[config.mk]
export PLATFORM = sky130hd
export DESIGN_NAME = reg_file_arbiter
export DESIGN_NICKNAME = d
export VERILOG_FILES = /design/src/rtl/reg_file_arbiter.sv
export SDC_FILE = /design/constraint.sdc
export NUM_CORES = 1
export LEC_CHECK = 0
export ABC_AREA = 1
export CAP_MARGIN = 20
export CORE_ASPECT_RATIO = 0.7
export CORE_MARGIN = 5
export CORE_UTILIZATION = 30
export CTS_CLUSTER_SIZE = 14
export DETAILED_ROUTE_END_ITERATION = 8
export GPL_ROUTABILITY_DRIVEN = 0
export PLACE_DENSITY_LB_ADDON = 0.15
export SYNTH_ARGS = -nofsm -noshare
export SYNTH_HDL_FRONTEND = slang
export SYNTH_SLANG_ARGS = --single-unit
export TNS_END_PERCENT = 1
[constraint.sdc]
create_clock -name clk -period 1.4 [get_ports clk]
set_input_delay 0.21 -clock clk [delete_from_list [all_inputs] [get_ports clk]]
set_output_delay 0.21 -clock clk [all_outputs]
set_load 0.02 [all_outputs]
[src/rtl/reg_file_arbiter.sv]
// Arbitrates a single-ported 16x8 register file between operand fetch (dual read)
// and writeback (single write), with a one-entry write buffer and address-window checks.
module reg_file_arbiter #(
    parameter int unsigned PRIORITY_MODE = 0,
    parameter int unsigned MAX_REG       = 16
) (
    input  logic       clk,
    input  logic       rst,

    input  logic       wr_valid,
    input  logic [4:0] wr_addr,
    input  logic [7:0] wr_data,
    output logic       wr_ready,
    output logic       wr_drop,

    input  logic       rd_valid,
    input  logic [4:0] rd_rs,
    input  logic [4:0] rd_rt,
    output logic       rd_ready,

    output logic       rsp_valid,
    output logic [7:0] rsp_rs_data,
    output logic [7:0] rsp_rt_data,

    output logic       rf_rw,
    output logic [4:0] rf_rs,
    output logic [4:0] rf_rt,
    output logic [4:0] rf_rd,
    output logic [7:0] rf_rd_data,
    input  logic [7:0] rf_rs_data,
    input  logic [7:0] rf_rt_data
);

    typedef enum logic {
        GrantRead,
        GrantWrite
    } grant_e;

    function automatic logic addr_legal(input logic [4:0] a);
        return (a != 5'd0) && (32'(a) <= MAX_REG);
    endfunction

    logic       buf_valid_q;
    logic [4:0] buf_addr_q;
    logic [7:0] buf_data_q;
    grant_e     last_grant_q;
    logic       wr_drop_q;

    logic       rd_pend_q;
    logic       rs_ill_q;
    logic       rt_ill_q;
    logic [7:0] rsp_rs_q;
    logic [7:0] rsp_rt_q;

    logic [4:0] rf_rs_q;
    logic [4:0] rf_rt_q;
    logic [4:0] rf_rd_q;
    logic [7:0] rf_rd_data_q;

    logic wr_accept;
    logic wr_legal;
    logic rs_legal;
    logic rt_legal;
    logic hazard;
    logic contended;
    logic grant_wr;
    logic grant_rd;

    assign wr_accept = wr_valid && !buf_valid_q;
    assign wr_legal  = addr_legal(wr_addr);
    assign rs_legal  = addr_legal(rd_rs);
    assign rt_legal  = addr_legal(rd_rt);

    // A read touching the buffered register must wait for the write to land.
    assign hazard = buf_valid_q &&
                    ((rs_legal && (rd_rs == buf_addr_q)) ||
                     (rt_legal && (rd_rt == buf_addr_q)));

    assign contended = !rst && buf_valid_q && rd_valid;

    // Grants are gated by rst so a buffered write cannot commit during reset.
    always_comb begin
        grant_wr = 1'b0;
        grant_rd = 1'b0;
        if (!rst) begin
            if (buf_valid_q && rd_valid) begin
                if (hazard || (PRIORITY_MODE == 1) || (last_grant_q == GrantRead)) begin
                    grant_wr = 1'b1;
                end else begin
                    grant_rd = 1'b1;
                end
            end else if (buf_valid_q) begin
                grant_wr = 1'b1;
            end else if (rd_valid) begin
                grant_rd = 1'b1;
            end
        end
    end

    assign wr_ready = !buf_valid_q;
    assign wr_drop  = wr_drop_q;
    assign rd_ready = grant_rd;
    assign rf_rw    = grant_wr;

    // File addresses hold their last driven value when not in use.
    assign rf_rs      = grant_rd ? rd_rs      : rf_rs_q;
    assign rf_rt      = grant_rd ? rd_rt      : rf_rt_q;
    assign rf_rd      = grant_wr ? buf_addr_q : rf_rd_q;
    assign rf_rd_data = grant_wr ? buf_data_q : rf_rd_data_q;

    assign rsp_valid   = rd_pend_q;
    assign rsp_rs_data = rd_pend_q ? (rs_ill_q ? 8'h00 : rf_rs_data) : rsp_rs_q;
    assign rsp_rt_data = rd_pend_q ? (rt_ill_q ? 8'h00 : rf_rt_data) : rsp_rt_q;

    always_ff @(posedge clk) begin
        if (rst) begin
            buf_valid_q  <= 1'b0;
            buf_addr_q   <= 5'd0;
            buf_data_q   <= 8'h00;
            last_grant_q <= GrantRead;
            wr_drop_q    <= 1'b0;
            rd_pend_q    <= 1'b0;
            rs_ill_q     <= 1'b0;
            rt_ill_q     <= 1'b0;
            rsp_rs_q     <= 8'h00;
            rsp_rt_q     <= 8'h00;
            rf_rs_q      <= 5'd0;
            rf_rt_q      <= 5'd0;
            rf_rd_q      <= 5'd0;
            rf_rd_data_q <= 8'h00;
        end else begin
            if (grant_wr) begin
                buf_valid_q <= 1'b0;
            end else if (wr_accept && wr_legal) begin
                buf_valid_q <= 1'b1;
            end
            if (wr_accept && wr_legal) begin
                buf_addr_q <= wr_addr;
                buf_data_q <= wr_data;
            end
            wr_drop_q <= wr_accept && !wr_legal;

            if (contended) begin
                last_grant_q <= grant_wr ? GrantWrite : GrantRead;
            end

            rd_pend_q <= grant_rd;
            if (grant_rd) begin
                rs_ill_q <= !rs_legal;
                rt_ill_q <= !rt_legal;
            end
            rsp_rs_q <= rsp_rs_data;
            rsp_rt_q <= rsp_rt_data;

            rf_rs_q      <= rf_rs;
            rf_rt_q      <= rf_rt;
            rf_rd_q      <= rf_rd;
            rf_rd_data_q <= rf_rd_data;
        end
    end

endmodule

==> impl_metrics.tcl <==
set metrics [dict create \
    place_area_um2 4283 \
    drt_iter0_drc 109 \
    antenna_found_initial 1 \
    syn_nets 447 \
    clk_latency_ns 0.32 \
    crit_arrival_ns 1.90 \
    post-place-ws_ns -1.258 \
    critPathSlowestCell "dfxtp_2" \
    synth_cells 404 \
    slowest_delay_ns 0.36 \
    pwr-share-comb 0.263 \
    io_buffers 86 \
    clock_sinks 58 \
    crit_type "register to output pin" \
    max_freq_mhz 473.4 \
    cts_tree "yes" \
    finalSetupTns_ns -21.55 \
    avgRoutedWirePerCell_um 11.52 \
    num_vias 2794 \
    crit_fanout 7 \
    syn2layout_area_growth_pct 72.13 \
    period_share 1.509 \
    period_needed_ns 2.112 \
    dp_hpwl_um 5479 \
    cap_violations 0 \
    fin_nets 598 \
    die_y_um 92.71 \
    p_leak_nw 2.398 \
    drive_above_1_share 0.4758 \
    via_per_inst 4.067 \
    die_area_um2 11880 \
    hold_violations 0 \
    drv_slew 0 \
    fin_area_um2 5046 \
    power_switching_mw 1.510 \
    final-seq-area_um2 1174 \
    grt_pass1_wl_um 12890 \
    outcome "finished, violations left" \
    violations "setup timing" \
    grtUsageTotal 0.1370 \
    coreArea_um2 9609 \
    avgSynthCellArea_um2 7.256 \
    p_int_mw 3.971 \
    drt-pass1-iter-count 5 \
    yosysSeqAreaShare 0.3961 \
    diodes 0 \
    pin_count 87 \
    grt_pass1_vias 2743 \
    ctsRootBufferMaster "clkbuf_16" \
    cp_cell_sequence "inv_2 > nand2_2 > nand2_2 > nand3_2 > nor2_2 > nand2_2 > nand3_4 > nand2_8 > nand2_8 > buf_8 > o21ai_4 > inv_2 > buf_6" \
    hold_path_class "primary input to register" \
    power_frac_seq 0.330 \
    postCtsHoldBufs 0 \
    grt_max_degree 32 \
    clk_pin_slew_ns 0.05 \
    clkPwrFrac 0.407 \
    syn_area_um2 2932 \
    critPathBufInv 4 \
    stdcell_count 687 \
    multi_input_area_um2 1513 \
    clockBufferDepth 2 \
    die_x_um 128.2 \
    htreeDepth 3 \
    crit_top_cell "nand2_2" \
    tightest_slew_ns 0.4164 \
    grt-ovfl-total 0 \
    cp-end-kind "output pin" \
    ys_seq_elements 58 \
    routed_wl_um 7916 \
    drc_errors 0 \
    switching_share 0.2755 \
    cts_buffers 9 \
    layout_setup_ws_ns -0.7123 \
    ant_nets 0 \
    peakVddDrop_mv 0.6821 \
    yosys_warnings 0 \
    row_count 30 \
    cp_top_family "simple AND/OR/NAND/NOR gates" \
    slew-limit-headroom 0.7224 \
    cp-start-kind "register" \
    rsz0062_at_grt "yes" \
    fin_skew_ns 0.002812 \
    mostFrequentLayoutCells "104 x inv_1, 63 x buf_4, 52 x dfxtp_1" \
    final_util 0.5251 \
    worstPathRequired_ns 1.19 \
    setup_viol 65 \
    floorplan.initialDensity 0.3051 \
    power.density_nw_per_um2 1086 \
    fillers 965 \
    final_common_cell "inv_1" \
    ys_types 29 \
    dpl.cell_count 656 \
]
-- cell families after synthesis --
group / share of synthesized area
flops: 0.3961
compound gates: 0.1187
simple gates: 0.2680
buf+inv: 0.1963
xor+xnor: 0.02091
-- registers in the layout, summed over array words and instances, names as in the netlist --
| signal | count |
|---|---|
| rf_rd_q | 5 |
| rsp_rs_q | 8 |
| buf_addr_q | 5 |
| rf_rs_q | 5 |
| rf_rt_q | 5 |
| buf_data_q | 8 |
| rf_rd_data_q | 8 |
| rsp_rt_q | 8 |
| rsp_valid | 1 |
| rt_ill_q | 1 |
| buf_valid_q | 1 |
| wr_drop | 1 |
| last_grant_q | 1 |
| rs_ill_q | 1 |
-- worst reg2reg max path, stage by stage (launching register included) --
cell     delay [ns]
dfxtp_2        0.36
inv_2          0.05
nand2_2        0.07
nand2_2        0.06
nand3_2        0.07
nor2_2         0.04
nand2_2        0.11
nand3_4        0.11
nand2_8        0.13
nand2_8        0.10
buf_8          0.17
buf_4          0.13
buf_4          0.12
buf_4          0.13
o21ai_2        0.09
-- timing repair --
item | in CTS | in global routing
gates cloned | 2 | 0
resized for setup | 277 | 55
setup buffers | 7 | 7
pin swaps | 5 | 12
endpoints found under the setup margin | 84 | 83
-- cell type report --
| type | instances | share of cell area |
|---|---|---|
| Multi-Input combinational cell | 205 | 0.2998 |
| Timing Repair Buffer | 156 | 0.2819 |
| Sequential cell | 58 | 0.2326 |
| Inverter | 125 | 0.09348 |
| Clock buffer | 13 | 0.05356 |
| Tap cell | 128 | 0.03174 |
| Clock inverter | 2 | 0.006943 |
-- stage by stage --
step                hold WS (ns)  power, mW
floorplan                 0.3509      2.495
global placement          0.4398      3.086
detailed placement        0.4417      3.095
CTS                       0.3120      5.443
global route              0.3424      5.772
finish                    0.3382      5.481
-- layer usage --
layer,wire length (um),part of all wire,track usage,up-vias
li1,-,-,-,1502
met1,3709,0.47,0.1782,1217
met2,3480,0.44,0.1986,61
met3,601,0.076,0.06859,12
met4,118,0.015,0.03975,2
met5,7,0.00088,0,-
-- path summary, 6_finish.rpt --
path	startpoint	cells past startpoint	slack [ns]	end
setup / recovery	buf_addr_q[3]$_SDFFE_PP0P_	13	-0.71	rf_rs[3]
hold / removal	rst	3	0.34	rf_rt_q[3]$_SDFF_PP0_
setup reg to reg	buf_addr_q[3]$_SDFFE_PP0P_	14	-0.40	rt_ill_q$_SDFFE_PP0P_
hold reg to reg	buf_data_q[4]$_SDFFE_PP0P_	2	0.45	buf_data_q[4]$_SDFFE_PP0P_
-- cell usage after synthesis, drive strengths merged --
cell type / instances / area (um2)
buf: 9 / 72.57
o21ai: 26 / 167.6
xnor2: 5 / 43.79
xor2: 2 / 17.52
nand3: 7 / 52.55
clkbuf: 9 / 33.78
a21oi: 16 / 80.08
nand2: 66 / 372.9
nand3b: 1 / 11.26
inv: 125 / 469.2
nor3: 1 / 5.000
o22ai: 16 / 100.1
nor2: 47 / 229.0
dfxtp: 58 / 1161
nand4: 16 / 115.1
-- power groups by stage --
| stage | Combinational, mW | Clock [mW] | Sequential (mW) |
|---|---|---|---|
| after CTS | 1.35 | 2.29 | 1.81 |
| after detailed placement | 1.26 | 0 | 1.84 |
| after floorplan | 0.665 | 0 | 1.83 |
| after global routing | 1.57 | 2.38 | 1.82 |
| after global placement | 1.25 | 0 | 1.83 |
| final | 1.44 | 2.23 | 1.81 |
Power figures use the tool's default switching activity.
